File: config.mk
export PLATFORM = sky130hd
export DESIGN_NAME = mips_multicycle_ctrl
export DESIGN_NICKNAME = d
export VERILOG_FILES = /design/src/rtl/mips_multicycle_ctrl.sv
export SDC_FILE = /design/constraint.sdc
export NUM_CORES = 1
export LEC_CHECK = 0
export ABC_AREA = 1
export ABC_CLOCK_PERIOD_IN_PS = 2900
export BUFFER_PORTS_ARGS = -buffer_cell sky130_fd_sc_hd__buf_4
export CAP_MARGIN = 10
export CORE_MARGIN = 3
export CORE_UTILIZATION = 52
export CTS_CLUSTER_SIZE = 40
export DETAILED_ROUTE_END_ITERATION = 6
export GPL_TIMING_DRIVEN = 0
export PLACE_DENSITY = 0.9
export SLEW_MARGIN = 25
export SYNTH_ARGS = -nofsm -noshare
export SYNTH_HDL_FRONTEND = slang
export SYNTH_SLANG_ARGS = --single-unit
File: constraint.sdc
create_clock -name clk -period 2.9 [get_ports clk]
set_input_delay 0.435 -clock clk [delete_from_list [all_inputs] [get_ports clk]]
set_output_delay 0.435 -clock clk [all_outputs]
set_load 0.01 [all_outputs]
File: src/rtl/mips_multicycle_ctrl.sv
// Multicycle MIPS main control FSM: ALU op select, datapath enables,
// memory handshake, branch resolution and overflow/illegal traps.
module mips_multicycle_ctrl #(
  parameter bit EXC_ON_UNSIGNED = 1'b0
) (
  input  logic       clk,
  input  logic       rst_n,
  input  logic [5:0] opcode,
  input  logic [5:0] funct,
  input  logic       mem_ready,
  input  logic       zero,
  input  logic       overflow,
  output logic [3:0] opselect,
  output logic       alusrca,
  output logic [1:0] alusrcb,
  output logic       iord,
  output logic       memread,
  output logic       memwrite,
  output logic       irwrite,
  output logic       regwrite,
  output logic       regdst,
  output logic       memtoreg,
  output logic       pc_en,
  output logic [1:0] pcsource,
  output logic       exception,
  output logic       instr_done
);

  typedef enum logic [3:0] {
    S_IDLE, S_FETCH, S_DECODE, S_REXEC, S_IEXEC,
    S_RWB, S_IWB, S_MEMADDR, S_MEMREAD, S_MEMWB,
    S_MEMWRITE, S_BRANCH, S_JUMP, S_TRAP
  } state_t;

  localparam logic [5:0] OP_R   = 6'h00;
  localparam logic [5:0] OP_J   = 6'h02;
  localparam logic [5:0] OP_BEQ = 6'h04;
  localparam logic [5:0] OP_BNE = 6'h05;
  localparam logic [5:0] OP_LW  = 6'h23;
  localparam logic [5:0] OP_SW  = 6'h2B;

  state_t     r_state;
  state_t     w_next;
  logic [3:0] w_rop;
  logic       w_rvalid;
  logic [3:0] w_iop;
  logic [3:0] w_wbop;
  logic       w_ovf_trap;

  always_ff @(posedge clk or negedge rst_n) begin
    if (!rst_n) r_state <= S_IDLE;
    else        r_state <= w_next;
  end

  always_comb begin
    w_rop    = 4'b0000;
    w_rvalid = 1'b1;
    case (funct)
      6'h20:   w_rop = 4'b0100;
      6'h21:   w_rop = 4'b1100;
      6'h22:   w_rop = 4'b0101;
      6'h23:   w_rop = 4'b1101;
      6'h24:   w_rop = 4'b0110;
      6'h25:   w_rop = 4'b0010;
      6'h27:   w_rop = 4'b0011;
      6'h2A:   w_rop = 4'b0111;
      6'h2B:   w_rop = 4'b1111;
      6'h00:   w_rop = 4'b0000;
      6'h02:   w_rop = 4'b0001;
      default: w_rvalid = 1'b0;
    endcase
  end

  always_comb begin
    w_iop = 4'b0000;
    case (opcode)
      6'h08:   w_iop = 4'b0100;
      6'h09:   w_iop = 4'b1100;
      6'h0A:   w_iop = 4'b0111;
      6'h0B:   w_iop = 4'b1111;
      6'h0C:   w_iop = 4'b0110;
      6'h0D:   w_iop = 4'b0010;
      default: w_iop = 4'b0000;
    endcase
  end

  // Signed add/sub always trap; unsigned arithmetic only when enabled.
  assign w_wbop     = (r_state == S_RWB) ? w_rop : w_iop;
  assign w_ovf_trap = overflow &&
    ((w_wbop[3:1] == 3'b010) ||
     (EXC_ON_UNSIGNED &&
      (w_wbop == 4'b1100 || w_wbop == 4'b1101 ||
       w_wbop == 4'b1111)));

  always_comb begin
    w_next     = r_state;
    opselect   = 4'b0000;
    alusrca    = 1'b0;
    alusrcb    = 2'b00;
    iord       = 1'b0;
    memread    = 1'b0;
    memwrite   = 1'b0;
    irwrite    = 1'b0;
    regwrite   = 1'b0;
    regdst     = 1'b0;
    memtoreg   = 1'b0;
    pc_en      = 1'b0;
    pcsource   = 2'b00;
    exception  = 1'b0;
    instr_done = 1'b0;
    case (r_state)
      S_IDLE: w_next = S_FETCH;
      S_FETCH: begin
        memread  = 1'b1;
        irwrite  = mem_ready;
        alusrcb  = 2'b01;
        opselect = 4'b1100;
        pc_en    = mem_ready;
        if (mem_ready) w_next = S_DECODE;
      end
      S_DECODE: begin
        alusrcb  = 2'b11;
        opselect = 4'b1100;
        case (opcode)
          OP_R:           w_next = S_REXEC;
          OP_LW, OP_SW:   w_next = S_MEMADDR;
          OP_BEQ, OP_BNE: w_next = S_BRANCH;
          OP_J:           w_next = S_JUMP;
          6'h08, 6'h09, 6'h0A,
          6'h0B, 6'h0C, 6'h0D: w_next = S_IEXEC;
          default:        w_next = S_TRAP;
        endcase
      end
      S_REXEC: begin
        alusrca  = 1'b1;
        opselect = w_rop;
        w_next   = w_rvalid ? S_RWB : S_TRAP;
      end
      S_IEXEC: begin
        alusrca  = 1'b1;
        alusrcb  = 2'b10;
        opselect = w_iop;
        w_next   = S_IWB;
      end
      S_RWB, S_IWB: begin
        opselect   = w_wbop;
        regdst     = (r_state == S_RWB);
        instr_done = 1'b1;
        regwrite   = !w_ovf_trap;
        exception  = w_ovf_trap;
        pc_en      = w_ovf_trap;
        pcsource   = w_ovf_trap ? 2'b11 : 2'b00;
        w_next     = S_FETCH;
      end
      S_MEMADDR: begin
        alusrca  = 1'b1;
        alusrcb  = 2'b10;
        opselect = 4'b1100;
        w_next   = (opcode == OP_LW) ? S_MEMREAD : S_MEMWRITE;
      end
      S_MEMREAD: begin
        iord    = 1'b1;
        memread = 1'b1;
        if (mem_ready) w_next = S_MEMWB;
      end
      S_MEMWB: begin
        regwrite   = 1'b1;
        memtoreg   = 1'b1;
        instr_done = 1'b1;
        w_next     = S_FETCH;
      end
      S_MEMWRITE: begin
        iord       = 1'b1;
        memwrite   = 1'b1;
        instr_done = mem_ready;
        if (mem_ready) w_next = S_FETCH;
      end
      S_BRANCH: begin
        alusrca    = 1'b1;
        opselect   = 4'b0101;
        pcsource   = 2'b01;
        instr_done = 1'b1;
        pc_en      = (opcode == OP_BEQ) ? zero : !zero;
        w_next     = S_FETCH;
      end
      S_JUMP: begin
        pc_en      = 1'b1;
        pcsource   = 2'b10;
        instr_done = 1'b1;
        w_next     = S_FETCH;
      end
      S_TRAP: begin
        exception  = 1'b1;
        pc_en      = 1'b1;
        pcsource   = 2'b11;
        instr_done = 1'b1;
        w_next     = S_FETCH;
      end
      default: w_next = S_IDLE;
    endcase
  end

endmodule

==> impl_metrics.yaml <==
global_routing:
  grt_usage_pct: 26.8
  grt_max_degree: 11
  first_global_vias: 1137
  grt_pass1_wl_mm: 4.56
  antenna_found_initial: 0
  grt_overflow_total: 0
sta:
  fin_crit_sh_pct: 78.5
  fin_tns_setup_ns: 0
  worst_slack_ns: 0.623
  finClkSkew_ns: 0.00291
  slew_violations: 0
  setup_violations: 0
  worst_pin_slew_ns: 0.300
  timing.hold.ws_ns: 0.433
  max_freq_mhz: 439
  slew-limit-headroom_pct: 79.8
  hold_violations: 0
  rsz0062_at_grt: "no"
  period_needed_ns: 2.28
logic_synthesis:
  synth-seq-cells: 4
  synth.area.top_cells: "nand2_1 16%, nand3_1 15%, inv_1 14%, nor2_1 11%, dfrtp_1 11%"
  synth-edff-count: 0
  yosysTopAreaCell: "nand2_1"
  syn_inst: 180
  yosys_warnings: 0
  syn_avg_cell_area_sq_um: 5.10
  async_flop_share_pct: 100
  syn_nets: 197
  synth_cell_type_count: 24
  synth_top_cell_area_share_pct: 16.0
  yosys_most_used_dff: "dfrtp_1"
  syn_area_sq_um: 917
  yosysSeqAreaShare_pct: 10.9
pwr:
  vdd_ir_drop_max_mv: 0.715
  power_density_nw_per_um2: 733
  p_leak_nw: 0.712
route:
  ant_nets: 0
  totalWireLength_mm: 3.00
  dr.pass1.iters: 5
  drt_iter0_drc: 89
  route.detailed.drc: 0
  wl_per_cell_um: 12.8
  vias_per_cell: 5.77
  vias: 1350
clock_tree:
  cts_tree: "done"
  htreeDepth: 1
  clockBufferDepth: 2
  cts_setup_buffers: 0
  clock-sinks: 4
  cts-root-buf: "clkbuf_4"
  insertion_delay_ns: 0.23
  cts.clk_slew.worst_paths_ns: 0.04
  numCtsBuffers: 3
place:
  dp_hpwl_mm: 2.44
  port-buffer-count: 34
  pre_cts_ws_ns: 0.871
  dpl_cell_area_sq_um: 1190
  place_congestion: 0.893
setup_path:
  crit_top_cell: "inv_1"
  worstPathRequired_ns: 2.47
  arrival_ns: 1.84
  rrSetupSlack_ns: 1.42
  crit_type: "reg2out"
  critPathLaunchType: "flip-flop"
  critPathCaptureType: "output port"
  path_cells: "inv_1 -> nand2_2 -> nor2_1 -> inv_1 -> nor2_1 -> inv_1 -> nand2_1 -> inv_1 -> nand3_1 -> buf_4"
  max_stage_delay_ns: 0.43
  worst-path-max-fanout: 6
  slowest_stage: "dfrtp_1"
floorplanning:
  row_count: 14
  fp.dieH_um: 48.0
  io_pins: 36
  coreArea_sq_um: 1580
  die-area_sq_um: 2300
  fp.dieW_um: 48.0
  initial_core_util_pct: 58.2
layout:
  reg.largest.list: "r_state: 4 flops"
  final_common_cell: "nand2_1"
  largest_reg_flops: 4
  nets: 237
  area_growth_pct: 33.6
  diodes: 0
  final_cell_mix: "39 x nand2_1, 35 x inv_1, 34 x buf_4"
  top_register: "r_state"
  layout-drive-gt1-share_pct: 22.5
  design_area_sq_um: 1220
hold_path:
  min_path_type: "in2reg"
outcome:
  outcome: "finished clean"
flow_run:
  maxCapViolCount: 0
==> path summary, 6_finish.rpt <==
| check | start | to | cells after the start |
|---|---|---|---|
| min reg2reg | r_state[3] | r_state[3] | 2 |
| max reg2reg | r_state[0] | r_state[0] | 8 |
| max | r_state[1] | pc_en | 10 |
| min | mem_ready | r_state[0] | 2 |
| max in group asynchronous | rst_n | r_state[1] | 2 |
| min in group asynchronous | rst_n | r_state[2] | 2 |
==> repair_timing <==
| item | in CTS | in global routing |
|---|---|---|
| hold endpoints to repair | 4 | 0 |
| gates resized for setup | 0 | 0 |
| hold buffers | 1 | 0 |
==> metal layers <==
| metal | wire (um) | global-route usage (%) | part of all wire, % | vias to the layer above |
|---|---|---|---|---|
| met5 | 0 | 0 | 0 | - |
| met4 | 20 | 6.45 | 0.67 | 0 |
| met3 | 282 | 3.01 | 9.4 | 4 |
| met2 | 1460 | 45.6 | 49 | 93 |
| met1 | 1240 | 35.8 | 41 | 590 |
| li1 | - | - | - | 663 |
==> cells by family after synthesis <==
logic type | Yosys count | share of synthesized area, %
buffers and inverters | 38 | 15.7
AND/OR/NAND/NOR | 113 | 57.6
flip-flops | 4 | 10.9
AO/OA/AOI/OAI | 25 | 15.8
==> through the flow <==
step	utilization, %	power (mW)	cells
detailed placement	75.6	0.807	230
global placement	75.6	0.790	230
finish	77.7	0.898	234
floorplan	-	0.528	180
CTS	77.7	0.886	234
global route	77.7	0.976	234
==> Yosys cell counts, types with 3 or more instances <==
library cell	count
a21oi_1	5
dfrtp_1	4
inv_1	35
nand2_1	39
nand3_1	27
nand4_1	8
nor2_1	27
o211ai_1	4
o21ai_0	10
o21ai_1	3
==> worst max-delay path, delay by kind of cell, from the launching register on <==
kind	cells	cell delay (ns)
buffers and inverters	5	0.51
DFF	1	0.43
and+or+nand+nor	5	0.67
==> power breakdown <==
part | total, mW | internal [mW] | switching (mW)
Sequential | 0.119 | 0.0814 | 0.0374
Clock | 0.0692 | 0.0463 | 0.0229
Combinational | 0.710 | 0.283 | 0.427
Total | 0.898 | 0.411 | 0.487
==> layout make-up <==
| cell class | count | area (sq um) |
|---|---|---|
| Multi-Input combinational cell | 138 | 673 |
| Fill cell | 136 | 352 |
| Timing Repair Buffer | 35 | 265 |
| Inverter | 37 | 139 |
| Sequential cell | 4 | 100 |
| Clock buffer | 3 | 22.5 |
| Tap cell | 16 | 20.0 |
| Buffer | 1 | 5.00 |
No activity file was read; power rests on OpenSTA's default activity.
